**src/rtl/parity.sv**
```systemverilog
// parity: configurable-width even/odd parity generator and checker.
//
// Every cycle the parity bit of data_in (sense chosen by even_odd) is
// registered onto par_out. When in_valid is high the same bit is compared
// against par_in, and any mismatch is registered onto par_err. All outputs
// come from flops, so there is no combinational input-to-output path, and
// the latency is exactly one clock.
//
// Valid semantics: in_valid qualifies data_in/par_in on the edge where it is
// sampled. out_valid is in_valid delayed by one clock and qualifies
// par_out/par_err. There is no ready; the block accepts every cycle.
//
// Optional build macro PARITY_STICKY_ERR_EN adds err_clr/err_sticky. This is
// a sticky error flag that is set by any registered mismatch and cleared by
// err_clr. If a set and a clear happen on the same edge, the set wins.
module parity #(
    parameter int WIDTH = 8
) (
    input  logic             clk,
    input  logic             rst_n,
    input  logic [WIDTH-1:0] data_in,
    input  logic             even_odd,
    input  logic             in_valid,
    input  logic             par_in,
`ifdef PARITY_STICKY_ERR_EN
    input  logic             err_clr,
    output logic             err_sticky,
`endif
    output logic             par_out,
    output logic             out_valid,
    output logic             par_err
);

    // Parity bit of the current word.
    // The data XOR is inverted for odd sense so that the total number of ones
    // is odd. The mismatch is gated by in_valid, so par_in is ignored (even if
    // it is X) when in_valid is low.
    logic p_next;
    logic err_next;

    // Combinational parity and mismatch for the word sampled at the next edge.
    always_comb begin
        p_next   = (^data_in) ^ even_odd;
        err_next = in_valid & (p_next != par_in);
    end

    // Output registers. Reset clears them asynchronously, which drops any result still in flight.
    always_ff @(posedge clk or negedge rst_n) begin
        if (!rst_n) begin
            par_out   <= 1'b0;
            out_valid <= 1'b0;
            par_err   <= 1'b0;
        end else begin
            par_out   <= p_next;
            out_valid <= in_valid;
            par_err   <= err_next;
        end
    end

`ifdef PARITY_STICKY_ERR_EN
    // Sticky error flag. A new mismatch takes priority over a clear on the same edge.
    always_ff @(posedge clk or negedge rst_n) begin
        if (!rst_n) begin
            err_sticky <= 1'b0;
        end else begin
            err_sticky <= err_next | (err_sticky & ~err_clr);
        end
    end
`endif

endmodule

```
**config.mk**
```make
export PLATFORM = sky130hd
export DESIGN_NAME = parity
export DESIGN_NICKNAME = d
export VERILOG_FILES = /design/src/rtl/parity.sv
export SDC_FILE = /design/constraint.sdc
export NUM_CORES = 1
export LEC_CHECK = 0
export ABC_AREA = 1
export CORE_AREA = 2 2 39 41
export DETAILED_ROUTE_END_ITERATION = 10
export DIE_AREA = 0 0 41 43
export DONT_BUFFER_PORTS = 1
export SLEW_MARGIN = 40
export SYNTH_ARGS = -nofsm -noshare
export SYNTH_HDL_FRONTEND = slang
export SYNTH_SLANG_ARGS = --single-unit
export TNS_END_PERCENT = 20
```
**constraint.sdc**
```tcl
create_clock -name clk -period 1.1 [get_ports clk]
set_input_delay 0.33 -clock clk [delete_from_list [all_inputs] [get_ports clk]]
set_output_delay 0.33 -clock clk [all_outputs]
set_load 0.1 [all_outputs]
```
Word-level counts from Yosys, hierarchy flattened
Cells that the tools add are included.
Cells by class
  equal/unequal tests: 1
  bitwise gates (word level): 2
  reductions and logical operators: 1
Operators with widths (number)
  8-bit XOR reduction: 1
  1-bit AND: 1
  1-bit != test: 1
  1-bit XOR: 1
Storage, ports and cells
  register bits after elaboration: 3
  bits of input ports: 13
  logic and storage cells: 7

Logic depth before layout (Yosys ltp)
  depth after elaboration: 4
  gate-level depth with buffers: 10
  depth with buffers taken out: 10

Worst setup path after synthesis
Ideal clock, no wire load.
  path type: reg-to-output
  from: register out_valid
  to: output port out_valid
  data arrival time: 0.883 ns
  data required time: 0.770 ns
  path slack: -0.113 ns
  stages on the path, launching flop included: 1
  cell sequence: dfrtp_1
RTL lines
  start: declaration: RTL line 30  | output logic out_valid,
  start signal: assignment: RTL line 55  | out_valid <= in_valid;
No word-level cell between the ends.

Worst setup path after layout
  from: register out_valid
  to: output port out_valid
No word-level cell between the ends.

==> flow_summary.html <==
<table>
<tr><th>Metric</th><th>Value</th></tr>
<tr><th colspan="2">Placement</th></tr>
<tr><td>Placed insts</td><td>65</td></tr>
<tr><td>Instance area at placement</td><td>about 340 um2</td></tr>
<tr><td>Pre-CTS worst setup slack</td><td>-0.004917 ns</td></tr>
<tr><td>Input/output buffers</td><td>0</td></tr>
<tr><td>Placer Congestion</td><td>0.5702</td></tr>
<tr><td>Dpl hpwl</td><td>436.7 um</td></tr>
<tr><th colspan="2">Critical path</th></tr>
<tr><td>Element type at the critical path start</td><td>register</td></tr>
<tr><td>Data required time at the worst endpoint</td><td>0.77 ns</td></tr>
<tr><td>Capture point of the critical path</td><td>out_valid</td></tr>
<tr><td>Maximum fanout encountered on the critical timing path</td><td>1</td></tr>
<tr><td>Standard cell with the maximum stage delay on the critical path</td><td>sky130_fd_sc_hd__dfrtp_2</td></tr>
<tr><td>Dominant delay contributor by cell family on the critical path</td><td>flip-flops</td></tr>
<tr><td>Number of stages on the worst setup path</td><td>1</td></tr>
<tr><td>Critical Path Sink Type</td><td>primary output</td></tr>
<tr><td>Crit-path cells</td><td>buf_12</td></tr>
<tr><td>Slowest stage delay, CP</td><td>approximately 0.4 ns</td></tr>
<tr><td>Critical path buffers and inverters</td><td>1</td></tr>
<tr><td>Worst Path Arrival</td><td>~0.80 ns</td></tr>
<tr><td>Category of the critical setup timing path</td><td>register to primary output</td></tr>
<tr><td>CP startpoint</td><td>out_valid</td></tr>
<tr><th colspan="2">Cells and area</th></tr>
<tr><td>Fraction of final layout cells with drive strength greater than 1</td><td>14.81%</td></tr>
<tr><td>Number of standard cells in the final layout excluding fillers</td><td>70</td></tr>
<tr><td>Fin nets</td><td>between 60 and 70</td></tr>
<tr><td>Diodes inserted</td><td>0</td></tr>
<tr><td>Layout area overhead</td><td>46.31%</td></tr>
<tr><td>Layout Cell Area excl Fill</td><td>371.6 um2</td></tr>
<tr><th colspan="2">Timing</th></tr>
<tr><td>Clock period minus worst slack</td><td>approximately 1.1 ns</td></tr>
<tr><td>Setup_tns</td><td>-0.06682 ns</td></tr>
<tr><td>Worst Tran Pin Value</td><td>approximately 0.19 ns</td></tr>
<tr><td>Total count of max-transition violations in the final report</td><td>0</td></tr>
<tr><td>Achievable frequency</td><td>888.8 MHz</td></tr>
<tr><td>Fin. Hold Viols</td><td>0</td></tr>
<tr><td>Worst slew margin relative to its limit</td><td>a little under 90%</td></tr>
<tr><td>Count of final setup violators</td><td>3</td></tr>
<tr><td>Setup slack after layout</td><td>-0.02515 ns</td></tr>
<tr><td>Final period util</td><td>102.3%</td></tr>
<tr><td>Setup repair after global routing missed its margin</td><td>true</td></tr>
<tr><th colspan="2">Global route</th></tr>
<tr><td>Largest net degree at the start of global routing</td><td>4</td></tr>
<tr><td>First-pass GRT wire length</td><td>between 700 and 800 um</td></tr>
<tr><td>Via count of the first global-routing pass</td><td>about 220</td></tr>
<tr><td>Total routing resource utilization after global routing</td><td>6.827%</td></tr>
<tr><td>GRT overflow</td><td>0</td></tr>
<tr><td>Number of antenna violations at the first check in global routing</td><td>0</td></tr>
<tr><th colspan="2">Routing</th></tr>
<tr><td>Drt total wl</td><td>about 520 um</td></tr>
<tr><td>Number of vias after detailed routing</td><td>roughly 270</td></tr>
<tr><td>Detailed-route DRC error count</td><td>0</td></tr>
<tr><td>Routed wirelength normalized by instance count</td><td>about 7.4 um</td></tr>
<tr><td>1st-iter DRT viols</td><td>3</td></tr>
<tr><td>Number of vias per cell</td><td>3.900</td></tr>
<tr><td>Drt first pass iters</td><td>3</td></tr>
<tr><td>Detail Route Antenna Nets</td><td>0</td></tr>
<tr><th colspan="2">Floorplanning</th></tr>
<tr><td>Number of rows created at floorplan</td><td>14</td></tr>
<tr><td>Full die area</td><td>~0.0018 mm2</td></tr>
<tr><td>I/O Pins</td><td>16</td></tr>
<tr><td>Initial cell density of the core</td><td>18.35%</td></tr>
<tr><td>Die width</td><td>about 40 um</td></tr>
<tr><td>Vertical extent of the die</td><td>about 43 um</td></tr>
<tr><td>Area of the placeable core</td><td>~0.0014 mm2</td></tr>
<tr><th colspan="2">Min path</th></tr>
<tr><td>Min-Delay Startpoint</td><td>in_valid</td></tr>
<tr><td>Worst Hold Class</td><td>input port to register</td></tr>
<tr><td>Hold Path Stages</td><td>0</td></tr>
<tr><th colspan="2">Status</th></tr>
<tr><td>Failing checks</td><td>setup timing</td></tr>
<tr><td>Outcome</td><td>finished with violations</td></tr>
<tr><th colspan="2">Power and ir drop</th></tr>
<tr><td>Leakage</td><td>between 0.2 and 0.25 nW</td></tr>
<tr><td>Final Power</td><td>roughly 0.00057 W</td></tr>
<tr><td>Total power density per cell area</td><td>approximately 1500 mW/mm2</td></tr>
<tr><td>Worst IR drop on VDD</td><td>between 0.2 and 0.25 mV</td></tr>
<tr><th colspan="2">Clock tree</th></tr>
<tr><td>Total CTS buffers</td><td>3</td></tr>
<tr><td>Cells resized by post-CTS repair</td><td>0</td></tr>
<tr><td>Clock Tree Root</td><td>sky130_fd_sc_hd__clkbuf_4</td></tr>
<tr><td>Clock tree from TritonCTS</td><td>yes</td></tr>
<tr><td>Total clock sinks</td><td>3</td></tr>
<tr><td>Buffer count from post-CTS setup fixing</td><td>0</td></tr>
<tr><td>Clock Tree Buf Depth</td><td>2</td></tr>
<tr><td>Number of H-tree branching levels</td><td>1</td></tr>
<tr><td>Clk slew on worst S/H paths</td><td>about 0.030 ns</td></tr>
<tr><th colspan="2">Yosys</th></tr>
<tr><td>Post-synthesis instance area</td><td>around 250 um2</td></tr>
<tr><td>Average instance area after synthesis</td><td>roughly 5.5 um2</td></tr>
<tr><td>Mapped Cells</td><td>46</td></tr>
<tr><td>Ranking of synthesized cells by instance count</td><td>sky130_fd_sc_hd__nand2_1 (25), sky130_fd_sc_hd__inv_1 (10), sky130_fd_sc_hd__nand3_1 (4), sky130_fd_sc_hd__dfrtp_1 (3)</td></tr>
<tr><td>Share of synthesized registers carrying an async set or reset</td><td>100.0%</td></tr>
<tr><td>Most area-consuming cells after synthesis</td><td>sky130_fd_sc_hd__nand2_1 (37%), sky130_fd_sc_hd__dfrtp_1 (30%), sky130_fd_sc_hd__inv_1 (15%), sky130_fd_sc_hd__nand3_1 (7.9%), sky130_fd_sc_hd__nand3_2 (3.9%)</td></tr>
<tr><td>Sequential cell area fraction in the yosys report</td><td>roughly 30%</td></tr>
<tr><td>Main synth FF type</td><td>sky130_fd_sc_hd__dfrtp_1</td></tr>
<tr><td>Count of synthesis-stage warnings from yosys</td><td>0</td></tr>
<tr><td>Post-Syn Nets</td><td>59</td></tr>
<tr><td>Share of Yosys cell area claimed by the top area cell type</td><td>a little under two fifths</td></tr>
<tr><td>Number of unique standard cell types used by synthesis</td><td>8</td></tr>
<tr><td>FF+latch count, synth</td><td>3</td></tr>
<tr><td>Count leader, synth</td><td>sky130_fd_sc_hd__nand2_1</td></tr>
<tr><td>Post-synth EDFFs</td><td>0</td></tr>
<tr><td>Cell type with the highest aggregate area in the netlist</td><td>sky130_fd_sc_hd__nand2_1</td></tr>
<tr><th colspan="2">Job</th></tr>
<tr><td>Max-capacitance violation count</td><td>0</td></tr>
</table>
[per-stage QoR]
stage	hold slack, ns	utilization (%)
after floorplan	0.03441	-
after global placement	0.03450	24.23
after detailed placement	0.03450	24.23
after CTS	0.1177	26.85
after global routing	0.1178	26.85
final	0.1281	26.85
[cell type report]
type | count | area (um2)
Clock buffer | 4 | 26.28
Fill cell | 164 | 1012
Inverter | 10 | 37.54
Multi-Input combinational cell | 33 | 141.4
Sequential cell | 3 | 76.32
Tap cell | 16 | 20.02
Timing Repair Buffer | 4 | 70.07
[cell families (layout without fill, tap and decap cells)]
family	Yosys count	after routing	share of synthesized area [%]
AO/OA/AOI/OAI	1	1	1.969
XOR/XNOR	1	1	3.449
buffers and inverters	10	18	14.78
flip-flops	3	3	29.56
AND/OR/NAND/NOR	31	31	50.25
[placed cells by master (no fill, tap or decap)]
| cell | instances |
|---|---|
| sky130_fd_sc_hd__a21oi_1 | 1 |
| sky130_fd_sc_hd__buf_12 | 3 |
| sky130_fd_sc_hd__clkbuf_1 | 1 |
| sky130_fd_sc_hd__clkbuf_4 | 3 |
| sky130_fd_sc_hd__dfrtp_1 | 2 |
| sky130_fd_sc_hd__dfrtp_2 | 1 |
| sky130_fd_sc_hd__dlygate4sd3_1 | 1 |
| sky130_fd_sc_hd__inv_1 | 10 |
| sky130_fd_sc_hd__nand2_1 | 25 |
| sky130_fd_sc_hd__nand3_1 | 4 |
| sky130_fd_sc_hd__nand3_2 | 1 |
| sky130_fd_sc_hd__nor2_1 | 1 |
| sky130_fd_sc_hd__xor2_1 | 1 |
[flip-flops by register name, indices dropped and copies added (netlist names)]
name,cells
par_err,1
par_out,1
out_valid,1
[repair_timing]
| action | in CTS | in global routing |
|---|---|---|
| hold buffers | 1 | 0 |
| hold endpoints to repair | 3 | 0 |
| endpoints found under the setup margin | 3 | 3 |
[power breakdown]
| group | internal, W | switching (W) | total (W) | leakage (nW) |
|---|---|---|---|---|
| logic | 0.0000835 | 0.000152 | 0.000236 | 0.177 |
| clock network | 0.000136 | 0.0000583 | 0.000194 | 0.0150 |
| registers | 0.000125 | 0.0000105 | 0.000136 | 0.0349 |
[metal layers]
| layer | track usage (%) | share of wire (%) | wire (um) |
|---|---|---|---|
| met1 | 6.431 | 37 | 191 |
| met2 | 10.31 | 52 | 270 |
| met3 | 1.571 | 11 | 57 |
| met4 | 8.000 | 0 | 0 |
| met5 | 0 | 0 | 0 |
[worst min path at each step]
stage	endpoint
4_1_cts	out_valid
3_5_place_dp	par_out
3_3_place_gp	par_out
2_1_floorplan	out_valid
6_report	out_valid
5_1_grt	out_valid
(Power assumes the default switching activity.)
